`src/rtl/frame_gen_pkg.sv`:
```
// rtl/frame_gen_pkg.sv - shared types and constants for the frame generator run control
//
// Purpose: sequencer state encoding, control-word bit positions, default core geometry
//          and a helper that builds the core control word.
// Ports:   none (package).

package frame_gen_pkg;

    typedef enum logic [2:0] {
        IDLE,
        CLEAR,
        RUN,
        GAP,
        DONE
    } seq_state_e;

    localparam int CTRL_ENABLE_BIT = 0;
    localparam int CTRL_RESET_BIT  = 1;

    localparam int WIDTH               = 1920;
    localparam int HEIGHT              = 1080;
    localparam int NUMPIXELPLANES      = 3;
    localparam int DEFAULT_FRAME_BEATS = WIDTH * HEIGHT * NUMPIXELPLANES;

    // Control word with all reserved bits [31:2] forced to zero.
    function automatic logic [31:0] ctrl_word(input logic enable, input logic soft_reset);
        logic [31:0] w;
        w                  = '0;
        w[CTRL_ENABLE_BIT] = enable;
        w[CTRL_RESET_BIT]  = soft_reset;
        return w;
    endfunction

endpackage

```
`src/rtl/frame_gen_down_counter.sv`:
```
// rtl/frame_gen_down_counter.sv - loadable down counter with zero flag
//
// Purpose: cycle timer shared by the soft-reset hold and the inter-frame gap.
//          A load has priority over a decrement; the count stops at zero.
// Ports:
//   clk        in   1  clock
//   reset      in   1  async, active-low reset
//   load       in   1  load load_value this cycle
//   load_value in   W  value to load
//   dec        in   1  decrement (ignored when already zero)
//   zero       out  1  count is zero

module frame_gen_down_counter #(
    parameter int W = 32
) (
    input  logic         clk,
    input  logic         reset,
    input  logic         load,
    input  logic [W-1:0] load_value,
    input  logic         dec,
    output logic         zero
);

    logic [W-1:0] count;

    always_ff @(posedge clk or negedge reset) begin
        if (!reset) begin
            count <= '0;
        end else if (load) begin
            count <= load_value;
        end else if (dec && (count != '0)) begin
            count <= count - W'(1);
        end
    end

    assign zero = (count == '0);

endmodule

```
`src/rtl/frame_gen_sequencer.sv`:
```
// rtl/frame_gen_sequencer.sv - run-control sequencer for the frame generator core
//
// Purpose: turns host start/stop commands plus frame count and inter-frame gap into the
//          core control word (bit0 enable, bit1 soft reset) and TLAST period, counting
//          core advances so every run ends exactly on a frame boundary.
// Ports:
//   clk              in   1      clock
//   reset            in   1      async, active-low reset
//   cmd_start        in   1      pulse: begin a run (only from IDLE or DONE)
//   cmd_stop         in   1      pulse: stop at the next frame boundary
//   cfg_frames       in   CNT_W  frames per run, 0 = free-run
//   cfg_gap          in   CNT_W  enable-low cycles between frames
//   cfg_last_period  in   32     core TLAST period, latched at start
//   core_ready       in   1      core dataOutReady
//   core_control     out  32     core controlRegister
//   core_last_period out  32     latched TLAST period
//   busy             out  1      run in progress (CLEAR/RUN/GAP)
//   done_pulse       out  1      one cycle on entry to DONE
//   frames_done      out  CNT_W  frames completed in current/last run
//   beat_count       out  32     advances within the current frame

module frame_gen_sequencer
    import frame_gen_pkg::*;
#(
    parameter int FRAME_BEATS  = DEFAULT_FRAME_BEATS,
    parameter int CLEAR_CYCLES = 4,
    parameter int CNT_W        = 32
) (
    input  logic             clk,
    input  logic             reset,
    input  logic             cmd_start,
    input  logic             cmd_stop,
    input  logic [CNT_W-1:0] cfg_frames,
    input  logic [CNT_W-1:0] cfg_gap,
    input  logic [31:0]      cfg_last_period,
    input  logic             core_ready,
    output logic [31:0]      core_control,
    output logic [31:0]      core_last_period,
    output logic             busy,
    output logic             done_pulse,
    output logic [CNT_W-1:0] frames_done,
    output logic [31:0]      beat_count
);

    localparam logic [31:0]      LAST_BEAT  = 32'(FRAME_BEATS - 1);
    localparam logic [CNT_W-1:0] CLEAR_LOAD = CNT_W'(CLEAR_CYCLES - 1);
    localparam logic [31:0]      CTRL_HOLD  = 32'h2;
    localparam logic [31:0]      CTRL_RUN   = 32'h1;
    localparam logic [31:0]      CTRL_OFF   = 32'h0;

    seq_state_e       state_q, state_d;
    logic [31:0]      control_q, control_d;
    logic [31:0]      last_period_q, last_period_d;
    logic             busy_q, busy_d;
    logic             done_q, done_d;
    logic [CNT_W-1:0] frames_q, frames_d;
    logic [31:0]      beat_q, beat_d;
    logic [CNT_W-1:0] cfg_frames_q, cfg_frames_d;
    logic [CNT_W-1:0] cfg_gap_q, cfg_gap_d;
    logic             stop_req_q, stop_req_d;

    logic             timer_load;
    logic [CNT_W-1:0] timer_value;
    logic             timer_dec;
    logic             timer_zero;

    // The core steps its pixel state exactly when enabled and ready; that is what we count.
    logic             advance;
    logic             frame_end;
    logic             last_frame;
    logic [CNT_W-1:0] frames_inc;

    assign advance    = control_q[CTRL_ENABLE_BIT] && core_ready;
    assign frame_end  = (state_q == RUN) && advance && (beat_q == LAST_BEAT);
    assign frames_inc = (frames_q == '1) ? frames_q : frames_q + CNT_W'(1);
    // Compared against the pre-increment count so the decision is made on the wrap edge.
    assign last_frame = (cfg_frames_q != '0) && ((frames_q + CNT_W'(1)) == cfg_frames_q);

    frame_gen_down_counter #(
        .W(CNT_W)
    ) u_timer (
        .clk        (clk),
        .reset      (reset),
        .load       (timer_load),
        .load_value (timer_value),
        .dec        (timer_dec),
        .zero       (timer_zero)
    );

    always_ff @(posedge clk or negedge reset) begin
        if (!reset) begin
            state_q       <= IDLE;
            control_q     <= CTRL_HOLD;
            last_period_q <= '0;
            busy_q        <= 1'b0;
            done_q        <= 1'b0;
            frames_q      <= '0;
            beat_q        <= '0;
            cfg_frames_q  <= '0;
            cfg_gap_q     <= '0;
            stop_req_q    <= 1'b0;
        end else begin
            state_q       <= state_d;
            control_q     <= control_d;
            last_period_q <= last_period_d;
            busy_q        <= busy_d;
            done_q        <= done_d;
            frames_q      <= frames_d;
            beat_q        <= beat_d;
            cfg_frames_q  <= cfg_frames_d;
            cfg_gap_q     <= cfg_gap_d;
            stop_req_q    <= stop_req_d;
        end
    end

    always_comb begin
        state_d       = state_q;
        control_d     = control_q;
        last_period_d = last_period_q;
        frames_d      = frames_q;
        beat_d        = beat_q;
        cfg_frames_d  = cfg_frames_q;
        cfg_gap_d     = cfg_gap_q;
        stop_req_d    = stop_req_q;
        timer_load    = 1'b0;
        timer_value   = CLEAR_LOAD;
        timer_dec     = 1'b0;

        case (state_q)
            IDLE, DONE: begin
                control_d = (state_q == IDLE) ? CTRL_HOLD : CTRL_OFF;
                if (cmd_start) begin
                    state_d       = CLEAR;
                    control_d     = CTRL_HOLD;
                    last_period_d = cfg_last_period;
                    cfg_frames_d  = cfg_frames;
                    cfg_gap_d     = cfg_gap;
                    frames_d      = '0;
                    beat_d        = '0;
                    // A stop arriving with the start limits the run to one frame.
                    stop_req_d    = cmd_stop;
                    timer_load    = 1'b1;
                    timer_value   = CLEAR_LOAD;
                end
            end

            CLEAR: begin
                if (cmd_stop) begin
                    stop_req_d = 1'b1;
                    state_d    = DONE;
                    control_d  = CTRL_OFF;
                end else if (timer_zero) begin
                    state_d   = RUN;
                    control_d = CTRL_RUN;
                    beat_d    = '0;
                end else begin
                    timer_dec = 1'b1;
                end
            end

            RUN: begin
                if (cmd_stop) begin
                    stop_req_d = 1'b1;
                end
                if (advance) begin
                    if (frame_end) begin
                        beat_d   = '0;
                        frames_d = frames_inc;
                        // Enable drops on the wrap edge itself so no extra beat leaks out.
                        if (stop_req_q || cmd_stop || last_frame) begin
                            state_d   = DONE;
                            control_d = CTRL_OFF;
                        end else if (cfg_gap_q != '0) begin
                            state_d     = GAP;
                            control_d   = CTRL_OFF;
                            timer_load  = 1'b1;
                            timer_value = cfg_gap_q - CNT_W'(1);
                        end else begin
                            control_d = CTRL_RUN;
                        end
                    end else begin
                        beat_d = beat_q + 32'd1;
                    end
                end
            end

            GAP: begin
                // No soft reset here: the frame ended on the core's own wrap point.
                if (cmd_stop) begin
                    stop_req_d = 1'b1;
                    state_d    = DONE;
                    control_d  = CTRL_OFF;
                end else if (timer_zero) begin
                    state_d   = RUN;
                    control_d = CTRL_RUN;
                end else begin
                    timer_dec = 1'b1;
                end
            end

            default: begin
                state_d   = IDLE;
                control_d = CTRL_HOLD;
            end
        endcase
    end

    assign busy_d = (state_d == CLEAR) || (state_d == RUN) || (state_d == GAP);
    assign done_d = (state_d == DONE) && (state_q != DONE);

    assign core_control     = control_q;
    assign core_last_period = last_period_q;
    assign busy             = busy_q;
    assign done_pulse       = done_q;
    assign frames_done      = frames_q;
    assign beat_count       = beat_q;

endmodule

```
`config.mk`:
```
export PLATFORM = sky130hd
export DESIGN_NAME = frame_gen_sequencer
export DESIGN_NICKNAME = d
export VERILOG_FILES = /design/src/rtl/frame_gen_pkg.sv /design/src/rtl/frame_gen_down_counter.sv /design/src/rtl/frame_gen_sequencer.sv
export SDC_FILE = /design/constraint.sdc
export NUM_CORES = 1
export LEC_CHECK = 0
export BUFFER_PORTS_ARGS = -buffer_cell sky130_fd_sc_hd__buf_2
export CORE_UTILIZATION = 45
export CTS_CLUSTER_SIZE = 28
export DETAILED_ROUTE_END_ITERATION = 8
export GPL_TIMING_DRIVEN = 0
export PLACE_DENSITY = 0.67
export SYNTH_ARGS = -nofsm -noshare
export SYNTH_HDL_FRONTEND = slang
export SYNTH_HIERARCHICAL = 1
export SYNTH_SLANG_ARGS = --single-unit
export TNS_END_PERCENT = 5
```
`constraint.sdc`:
```
create_clock -name clk -period 11.9 [get_ports clk]
set_input_delay 1.19 -clock clk [delete_from_list [all_inputs] [get_ports clk]]
set_output_delay 1.19 -clock clk [all_outputs]
set_load 0.02 [all_outputs]
```
==> impl_metrics.py, run 1 <==
metrics = {
    "global_route": {
        "gr-usage-met2_pct": 41.5,
        "number_of_global_route_vias_before_repair": 10562,
        "globalRoute.busiestLayer": "met2",
        "globalRouteMet1Util_pct": 37.6,
        "gr-total-overflow": 0,
        "grtUsageTotal_pct": 27.0,
        "pin_count_of_the_biggest_net_entering_global_routing": 118,
        "antenna_violations_before_repair": 0,
        "global_route_wire_length_before_repair_um": 56300,
        "gr_met3_demand_resource_pct": 5.82,
    },
    "routing": {
        "ant_nets": 0,
        "routed_wire_length_um": 35000,
        "routed_via_density": 5.55,
        "detail_route.wl_per_cell_um": 17.6,
        "detail_route.drc_violations": 0,
        "drtIter0Drc": 887,
        "detailroute.via_count": 11003,
        "first_pass_iters": 7,
    },
    "floorplan": {
        "floorplan.io_pins": 231,
        "start_util_pct": 46.2,
        "die_height_um": 163,
        "fp.dieW_um": 163,
        "die_area_sq_mm": 0.0266,
        "core_area_sq_mm": 0.0253,
        "rows": 58,
    },
    "place": {
        "gp_congestion": 0.944,
        "preCtsSetupSlack_ns": 6.79,
        "dpl.hpwl_um": 25900,
        "buffer_ports.inserted": 200,
    },
    "synthesis": {
        "synthAdderAreaFrac_pct": 0.535,
        "netlist_top_cells_area": "sky130_fd_sc_hd__dfrtp_1 (43%), sky130_fd_sc_hd__nand2_1 (12%), sky130_fd_sc_hd__xnor2_1 (5.0%)",
        "synth_top_flop_cell": "sky130_fd_sc_hd__dfrtp_1",
        "asyncSetResetFlopFracSynth_pct": 100,
        "netlist_area_sq_mm": 0.0117,
        "synthesized_instance_count": 1388,
        "synth_xor_xnor_area_share_pct": 8.01,
        "post_synth_mux_area_share_pct": 0.342,
        "post_synth_and_or_nand_nor_area_fraction_pct": 31.5,
        "synth_edf_count": 0,
        "synth_area_leader_cell": "sky130_fd_sc_hd__dfrtp_1",
        "area_fraction_of_the_dominant_cell_type_after_synthesis_pct": 42.6,
        "count_of_warnings_emitted_by_yosys": 6,
        "synth.lib_cells_used.distinct": 93,
        "syn_area_cell_sq_um": 8.43,
        "complex_gate_fraction_of_the_synthesized_area_pct": 10.5,
        "flop_and_latch_count_out_of_synthesis": 200,
        "share_of_synthesized_area_occupied_by_flip_flops_and_latches_pct": 42.8,
        "main_combinational_cell_family_by_area_after_synthesis": "simple AND/OR/NAND/NOR gates",
    },
    "timing": {
        "tightest_slew_ns": 1.21,
        "report.final.slew_viol_count": 0,
        "setup_total_negative_slack_ns": 0,
        "post-route-worst-setup-slack_ns": 6.68,
        "finalHoldViolations": 0,
        "setup_viol": 0,
        "grt_setup_unrepaired": "false",
        "fmaxAchievable_ghz": 0.192,
        "timing.clock.skew_ns": 0.0237,
        "slew_headroom_pct": 18.4,
        "layout_min_cycle_time_ns": 5.22,
        "final.period_utilization_pct": 43.9,
    },
    "cts": {
        "postCtsHoldBufs": 0,
        "cts_made_buffers": 17,
        "ctsResizeCount": 0,
        "clk_latency_ns": 0.45,
        "clock_path_buffers": 2,
        "clkSlewWorstSetupHoldPaths_ns": 0.08,
        "post_cts_buffers": 0,
        "clock_tree_from_tritoncts": "yes",
        "cts_num_sinks": 200,
        "cts_root_buf": "sky130_fd_sc_hd__clkbuf_16",
        "htree_num_levels": 4,
    },
    "final_layout": {
        "nets": 1745,
        "drive_gt1_share_pct": 20.2,
        "area.growth.synth_to_final_pct": 19.0,
    },
    "power": {
        "vdd_ir_drop_max_mv": 0.0866,
        "leakage_nw": 6.66,
        "pwr_per_cell_area_mw_per_mm2": 107,
    },
    "critical_path": {
        "worst-path-max-fanout": 10,
        "worst_setup_path_start_kind": "flop",
        "critical_path_required_ns": 12.27,
        "path_class": "reg -> reg",
        "critical_path_at_ns": 5.59,
        "setup.worst_path.end_class": "flop",
    },
    "job": {
        "drv_cap": 0,
    },
    "min_path": {
        "min_path_type": "reg -> reg",
    },
    "status": {
        "result_of_the_run": "finished, final reports clean",
    },
}
power breakdown:
group	switching (mW)	internal, mW
Clock	0.313	0.290
Sequential	0.0316	0.705
Combinational	0.0930	0.0634
metal layers:
metal  part of all wire (%)  vias to the layer above
met2                     45                      423
met4                    2.3                        0
li1                       -                     5262
met1                     45                     5265
met5                      0                        -
met3                    7.6                       53
layout by cell type, fill, tap and decap left out, drive strengths merged, types with 6 or more instances in the layout:
master and n:
nor4b 6, nand3 38, o31ai 11, and4 11, or4b 7, and2 8, clkbuf 69, xor2 40
o41ai 11, or2 6, inv 22, nor2 121, nor3 38, nand4 37, dfrtp 199, or3 14
nand2 373, a21oi 22, clkinv 7, buf 256, o21ai 68, a31oi 33, or4 14, and3 24
nor4 36, conb 30, xnor2 67
cells in the mapped netlist, drive strengths merged, types with 5 or more instances:
master  count
ha          5
nor4b       6
nand4      37
xnor2      67
a21oi      22
dfrtp     199
o21ai      68
nor3       38
a31oi      33
and3       24
nor2      121
nand3b      5
or3        14
o31ai      11
nand2b      5
and2        8
xor2       40
and4       11
or2         6
o41ai      11
inv        14
or4b        7
or4        14
nand3      38
buf        53
nand2     373
nor4       36
nand4b      5
clkbuf     52
registers in the layout (all words and copies together) (netlist names):
| name | cells |
|---|---|
| u_timer/count | 32 |
| cfg_frames_q | 32 |
| busy | 1 |
| core_last_period | 32 |
| stop_req_q | 1 |
| cfg_gap_q | 32 |
| beat_count | 32 |
| state_q | 3 |
| core_control | 2 |
| frames_done | 32 |
| done_pulse | 1 |
cell families (layout without fill, tap and decap cells):
kind of cell,after synthesis,count (layout)
AOI/OAI and AO/OA,189,189
and+or+nand+nor,762,762
xor gates and xnor gates,107,107
buffers and inverters,120,355
other,1,31
DFF,200,200
adders and majority gates,5,5
muxes,4,4
layout make-up:
class                      count  area [sq um]
sequential                   200          5010
clock buffer                  17           425
buffer                       105           674
clock inverter                15           190
antenna                        1          2.50
tap                          330           413
timing repair buffer         203          1080
multi-input combinational   1097          6080
inverter                      15          56.3
fill                        2417         11400
worst paths after layout:
check                                          start                    to  slack, ns  depth (start not counted)
worst max-delay path                  frames_done[0]     u_timer/count[29]       6.68                         17
worst min-delay path            core_last_period[27]  core_last_period[27]       0.48                          2
worst max register to register        frames_done[0]     u_timer/count[29]       6.68                         17
worst min register to register  core_last_period[27]  core_last_period[27]       0.48                          2
max in group asynchronous                      reset       core_control[1]      10.25                          3
min in group asynchronous                      reset         cfg_gap_q[15]       0.51                          1
worst max-delay path, stage by stage (launching register included):
cell	delay, ns
sky130_fd_sc_hd__dfrtp_1	0.52
sky130_fd_sc_hd__ha_1	0.20
sky130_fd_sc_hd__clkbuf_2	0.18
sky130_fd_sc_hd__nand3_1	0.27
sky130_fd_sc_hd__or4_4	0.63
sky130_fd_sc_hd__or3_4	0.42
sky130_fd_sc_hd__mux2i_1	0.15
sky130_fd_sc_hd__o21ai_1	0.28
sky130_fd_sc_hd__nor4_4	0.11
sky130_fd_sc_hd__a21oi_2	0.24
sky130_fd_sc_hd__nand3b_4	0.17
sky130_fd_sc_hd__buf_4	0.21
sky130_fd_sc_hd__nand2_1	0.09
sky130_fd_sc_hd__clkbuf_1	0.39
sky130_fd_sc_hd__clkbuf_1	0.42
sky130_fd_sc_hd__clkbuf_1	0.58
sky130_fd_sc_hd__nand2_1	0.17
sky130_fd_sc_hd__nand3_1	0.10
stage by stage:
step           hold WS [ns]  area (sq um)  power (mW)  cells  util [%]
6_report              0.481         13900        1.50   1983      55.0
5_1_grt               0.490         13900        1.55   1982      55.0
4_1_cts               0.486         13900        1.51   1982      55.0
3_5_place_dp          0.460         13300       0.906   1950      52.5
3_3_place_gp          0.455         13200       0.901   1947      52.2
2_1_floorplan         0.469         11800       0.834   1417         -
Note: power is estimated with default switching activity, not from simulation.
==> run 2: changes to the inputs <==
--- a/config.mk
+++ b/config.mk
@@ -10,7 +10,7 @@
 export CTS_CLUSTER_SIZE = 28
 export DETAILED_ROUTE_END_ITERATION = 8
 export GPL_TIMING_DRIVEN = 0
-export PLACE_DENSITY = 0.67
+export PLACE_DENSITY = 0.7
 export SYNTH_ARGS = -nofsm -noshare
 export SYNTH_HDL_FRONTEND = slang
 export SYNTH_HIERARCHICAL = 1
==> constraint.sdc (replaced) <==
create_clock -name clk -period 4.35 [get_ports clk]
set_input_delay 0.435 -clock clk [delete_from_list [all_inputs] [get_ports clk]]
set_output_delay 0.435 -clock clk [all_outputs]
set_load 0.02 [all_outputs]
==> run 2 against run 1 <==
Cell area increased by 0.95%. Critical endpoint is now u_timer/count[8]. Sequential cell count unchanged. Wire length increased by 0.86%.
==> impl_metrics.py, run 2 (same netlist as run 1, synthesis figures left out) <==
metrics = {
    "status": {
        "result_of_the_run": "finished, final reports clean",
    },
    "final_layout": {
        "final_core_utilization_pct": 55.5,
        "fillerInstances": 2366,
        "nets": 1743,
        "area.growth.synth_to_final_pct": 20.2,
        "drive_gt1_share_pct": 21.4,
        "layout.cells.most_common_list": "sky130_fd_sc_hd__nand2_1 (372), sky130_fd_sc_hd__buf_2 (211), sky130_fd_sc_hd__dfrtp_1 (197)",
        "multi_input_comb_area_sq_mm": 0.00615,
        "layout.cells.most_common": "sky130_fd_sc_hd__nand2_1",
        "area_used_by_sequential_logic_in_the_layout_sq_mm": 0.00501,
    },
    "floorplan": {
        "start_util_pct": 46.2,
        "fp.dieW_um": 163,
        "floorplan.io_pins": 231,
        "core_area_sq_mm": 0.0253,
        "die_area_sq_mm": 0.0266,
        "die_height_um": 163,
        "rows": 58,
    },
    "timing": {
        "layout_min_cycle_time_ns": 4.20,
        "setup_total_negative_slack_ns": 0,
        "timing.clock.skew_ns": 0.0255,
        "slew_headroom_pct": 13.1,
        "final.period_utilization_pct": 96.5,
        "finalHoldViolations": 0,
        "setup_viol": 0,
        "report.final.slew_viol_count": 0,
        "fmaxAchievable_ghz": 0.238,
        "grt_setup_unrepaired": "true",
        "tightest_slew_ns": 1.29,
    },
    "global_route": {
        "global_route_wire_length_before_repair_um": 55700,
        "antenna_violations_before_repair": 1,
        "grtUsageTotal_pct": 26.8,
        "number_of_global_route_vias_before_repair": 10302,
        "gr-total-overflow": 0,
        "pin_count_of_the_biggest_net_entering_global_routing": 115,
    },
    "place": {
        "gp_congestion": 0.909,
        "buffer_ports.inserted": 200,
        "dpl.hpwl_um": 25800,
    },
    "critical_path": {
        "critical_path_at_ns": 4.52,
        "worst_setup_path_start_kind": "flop",
        "cp-startpoint": "frames_done[0]",
        "critical-path-slowest-cell": "sky130_fd_sc_hd__or4_4",
        "worst-path-max-fanout": 10,
        "setup.worst_path.end_class": "flop",
        "reg_to_reg_start": "frames_done[0]",
        "worst_path_largest_cell_delay_ns": 0.61,
        "timing.critical_path.cells": "ha_1 -> clkbuf_2 -> nand3_2 -> or4_4 -> or3_4 -> nor3_1 -> o21ai_2 -> nor4_4 -> a21oi_2 -> nand3b_4 -> buf_4 -> nand2_1 -> clkbuf_4 -> clkbuf_4 -> clkbuf_4 -> nand2_1 -> nand3_1",
        "critical_path_required_ns": 4.68,
        "path_class": "reg -> reg",
        "timing.critical_path.mode_cell": "sky130_fd_sc_hd__clkbuf_4",
    },
    "routing": {
        "detail_route.drc_violations": 0,
        "drtIter0Drc": 862,
        "detail_route.wl_per_cell_um": 17.8,
        "first_pass_iters": 5,
        "ant_nets": 0,
        "routed_wire_length_um": 35300,
        "routed_via_density": 5.58,
        "detailroute.via_count": 11057,
    },
    "power": {
        "vdd_ir_drop_max_mv": 0.211,
        "finalPower_mw": 4.20,
        "leakage_nw": 6.70,
        "pwr_per_cell_area_mw_per_mm2": 299,
    },
    "cts": {
        "htree_num_levels": 4,
        "clock_path_buffers": 2,
        "clk_latency_ns": 0.46,
        "cts_num_sinks": 200,
        "cts_root_buf": "sky130_fd_sc_hd__clkbuf_16",
        "clkSlewWorstSetupHoldPaths_ns": 0.09,
        "cts_made_buffers": 17,
        "clock_tree_from_tritoncts": "yes",
        "postCtsHoldBufs": 0,
    },
    "min_path": {
        "min_path_type": "in -> async",
    },
    "job": {
        "drv_cap": 0,
    },
}
[run 2: worst max-delay path: cells and delay by family, from the launching register on]
kind | cells | cell delay, ns
simple gates | 9 | 2.17
compound gates | 2 | 0.26
buf+inv | 5 | 1.00
flops | 1 | 0.46
fa+ha+maj | 1 | 0.17
[run 2: where the power goes]
group	switching (mW)	internal [mW]
combinational	0.257	0.174
sequential	0.0891	1.93
clock	0.888	0.858
[run 2: final timing paths]
| check | slack, ns | end | depth (start not counted) |
|---|---|---|---|
| min in group clk | 0.15 | core_last_period[3] | 3 |
| worst min register to register | 0.48 | core_last_period[13] | 2 |
| max in group asynchronous | 3.50 | core_last_period[19] | 3 |
| worst max-delay path | 0.15 | u_timer/count[8] | 17 |
| worst max register to register | 0.15 | u_timer/count[8] | 17 |
| worst min-delay path | 0.01 | cfg_gap_q[19] | 2 |
[run 2: cell type report]
class                   instances  share of cell area (%)
diodes                          1                  0.0178
plain buffers                 102                    4.85
clock buffers                  17                    3.03
clock inverters                15                    1.66
inverters                      15                   0.401
multi-input cells            1097                    43.8
flip-flops and latches        200                    35.6
well taps                     330                    2.94
repair buffers                204                    7.72
[run 2: through the flow]
step / area, sq um / hold slack (ns) / worst slack (ns) / instances
6_report: 14100 / 0.0112 / 0.154 / 1981
5_1_grt: 14100 / 0.0548 / -0.0268 / 1980
4_1_cts: 14000 / 0.0491 / 0.0274 / 1980
3_5_place_dp: 13300 / 0.461 / -0.707 / 1950
3_3_place_gp: 13200 / 0.455 / -0.736 / 1947
2_1_floorplan: 11800 / 0.139 / 0.316 / 1417
[run 2: layer usage]
metal	GRT usage (%)	part of all wire, %
met1	37.5	46
met3	4.44	6.1
met2	42.1	46
met5	0	0
met4	8.50	2.2
[run 2: timing repair]
action                     in CTS  in global routing
resized for setup              17                 15
buffers inserted                0                  1
pin swaps                       1                  2
setup endpoints to repair      41                 38
==> run 3: changes to the inputs <==
--- a/config.mk
+++ b/config.mk
@@ -6,6 +6,7 @@
 export NUM_CORES = 1
 export LEC_CHECK = 0
 export BUFFER_PORTS_ARGS = -buffer_cell sky130_fd_sc_hd__buf_2
+export CORE_ASPECT_RATIO = 0.6
 export CORE_UTILIZATION = 45
 export CTS_CLUSTER_SIZE = 28
 export DETAILED_ROUTE_END_ITERATION = 8
==> run 3 against run 2 <==
The flow now finishes with violations (negative hold slack). Highest routed layer unchanged. Sequential cell count unchanged. Critical path type unchanged. Die area hardly changed. Combinational power decreased by 1%. First-iteration DRC count is 38% higher. Global-route usage grew 0.78 points. Non-clock buffer count decreased by 1.
==> impl_metrics.py, run 3 (same netlist as run 1, synthesis figures left out) <==
metrics = {
    "routing": {
        "routed_wire_length_um": 36300,
        "detail_route.drc_violations": 0,
        "ant_nets": 0,
        "routed_via_density": 5.55,
        "detailroute.via_count": 11112,
        "drtIter0Drc": 1193,
        "detail_route.wl_per_cell_um": 18.2,
        "first_pass_iters": 9,
    },
    "timing": {
        "slew_headroom_pct": 37.3,
        "setup_viol": 0,
        "finalHoldViolations": 6,
        "layout_min_cycle_time_ns": 4.27,
        "fmaxAchievable_ghz": 0.234,
        "timing.clock.skew_ns": 0.0123,
        "grt_setup_unrepaired": "true",
        "worst_hold_slack_after_final_layout_ns": -0.00609,
        "report.final.slew_viol_count": 0,
        "final.period_utilization_pct": 98.3,
        "tightest_slew_ns": 0.936,
    },
    "final_layout": {
        "drive_gt1_share_pct": 21.1,
        "layout.cells.most_common_list": "sky130_fd_sc_hd__nand2_1 (372), sky130_fd_sc_hd__buf_2 (212), sky130_fd_sc_hd__dfrtp_1 (197)",
        "nets": 1742,
        "area_used_by_sequential_logic_in_the_layout_sq_mm": 0.00501,
        "final_core_utilization_pct": 55.1,
        "fillerInstances": 2382,
        "num_antenna_cells": 0,
        "multi_input_comb_area_sq_mm": 0.00615,
        "stdcell_count": 2001,
        "area.growth.synth_to_final_pct": 19.7,
        "layout.cells.most_common": "sky130_fd_sc_hd__nand2_1",
    },
    "cts": {
        "clock_tree_from_tritoncts": "yes",
        "cts_root_buf": "sky130_fd_sc_hd__clkbuf_16",
        "htree_num_levels": 4,
        "clock_path_buffers": 2,
        "cts_num_sinks": 200,
        "clkSlewWorstSetupHoldPaths_ns": 0.08,
        "clk_latency_ns": 0.46,
        "cts_made_buffers": 17,
    },
    "place": {
        "dpl.hpwl_um": 27500,
        "buffer_ports.inserted": 200,
        "gp_congestion": 0.985,
        "place.detailed.instances": 1970,
    },
    "critical_path": {
        "worst_setup_path_start_kind": "flop",
        "critical_path_at_ns": 4.60,
        "worst-path-max-fanout": 10,
        "critical_path_required_ns": 4.68,
        "setup.worst_path.end_class": "flop",
        "path_class": "reg -> reg",
    },
    "power": {
        "vdd_ir_drop_max_mv": 0.253,
        "finalPower_mw": 4.17,
        "pwr_per_cell_area_mw_per_mm2": 298,
        "leakage_nw": 6.68,
    },
    "global_route": {
        "antenna_violations_before_repair": 0,
        "global_route_wire_length_before_repair_um": 57000,
        "pin_count_of_the_biggest_net_entering_global_routing": 103,
        "grtUsageTotal_pct": 27.5,
        "number_of_global_route_vias_before_repair": 10104,
        "gr-total-overflow": 0,
    },
    "floorplan": {
        "die_area_sq_mm": 0.0267,
        "start_util_pct": 46.1,
        "floorplan.io_pins": 231,
        "core_area_sq_mm": 0.0254,
        "rows": 45,
        "die_height_um": 127,
        "fp.dieW_um": 210,
    },
    "status": {
        "failed_checks": "negative hold slack",
        "result_of_the_run": "finished with violations",
    },
    "min_path": {
        "min_path_type": "in -> async",
    },
    "job": {
        "drv_cap": 0,
    },
}
[run 3: cell count changes in the layout (fill, tap and decap cells not counted), moves of 3 or more]
cell,change
sky130_fd_sc_hd__clkinv_8,-7
sky130_fd_sc_hd__clkbuf_1,+4
sky130_fd_sc_hd__clkbuf_4,-3
sky130_fd_sc_hd__inv_12,-3
sky130_fd_sc_hd__inv_8,+3
[run 3: timing repair]
action / 4_1_cts / 5_1_grt
setup endpoints to repair: 41 / 41
hold buffers: 0 / 0
setup buffers: 1 / 0
pin swaps: 2 / 0
endpoints found under the hold margin: 0 / 0
resized for setup: 12 / 22
[run 3: worst paths after layout]
check / cells past startpoint / from / endpoint / slack, ns
setup reg to reg: 17 / frames_done[0] / u_timer/count[0] / 0.08
max in group asynchronous: 2 / reset / cfg_gap_q[18] / 3.35
hold reg to reg: 2 / core_last_period[19] / core_last_period[19] / 0.48
setup / recovery: 17 / frames_done[0] / u_timer/count[0] / 0.08
min in group clk: 3 / cfg_last_period[31] / core_last_period[31] / 0.16
hold / removal: 1 / reset / beat_count[31] / -0.006
[run 3: per-stage QoR]
| stage | setup slack [ns] | area [sq um] | hold WS, ns | setup TNS, ns |
|---|---|---|---|---|
| 6_report | 0.0752 | 14000 | -0.00609 | 0 |
| 2_1_floorplan | 0.316 | 11800 | 0.139 | 0 |
| 5_1_grt | -0.108 | 14000 | 0.0627 | -0.771 |
| 4_1_cts | 0.00322 | 14000 | 0.0358 | 0 |
| 3_5_place_dp | -0.742 | 13300 | 0.457 | -19.80 |
| 3_3_place_gp | -0.743 | 13200 | 0.456 | -134.68 |
[run 3: layout make-up]
cell class                 count  share of cell area (%)
timing repair buffer         202                    7.47
multi-input combinational   1097                    44.0
sequential                   200                    35.8
inverter                      15                   0.402
buffer                       103                    4.86
clock buffer                  20                    3.12
clock inverter                12                    1.28
tap                          352                    3.15
[run 3: critical path: stages, from the launching register on]
cell and delay (ns):
sky130_fd_sc_hd__dfrtp_2 0.46, sky130_fd_sc_hd__ha_1 0.16, sky130_fd_sc_hd__clkbuf_2 0.19, sky130_fd_sc_hd__nand3_2 0.20
sky130_fd_sc_hd__or4_4 0.63, sky130_fd_sc_hd__or3_4 0.45, sky130_fd_sc_hd__nor3_1 0.25, sky130_fd_sc_hd__o21ai_2 0.10
sky130_fd_sc_hd__nor4_4 0.27, sky130_fd_sc_hd__a21oi_2 0.14, sky130_fd_sc_hd__nand3b_4 0.16, sky130_fd_sc_hd__buf_4 0.18
sky130_fd_sc_hd__nand2_1 0.08, sky130_fd_sc_hd__clkbuf_4 0.20, sky130_fd_sc_hd__buf_4 0.20, sky130_fd_sc_hd__clkbuf_2 0.19
sky130_fd_sc_hd__nand2_1 0.16, sky130_fd_sc_hd__o21ai_0 0.10
[run 3: power breakdown]
part           internal [mW]  total [mW]  leakage [nW]  switching (mW)
Combinational          0.172       0.426          3.78           0.254
Sequential              1.93        2.03          2.60          0.0975
Clock                  0.928        1.72         0.295           0.789
[run 3: routing by layer]
metal  GRT usage [%]  up-vias  share of wire [%]
li1                -     5262                  -
met5               0        -                  0
met2            36.5      551                 39
met4            4.98        0               0.79
met1            43.5     5269                 49
met3            8.05       30                 11
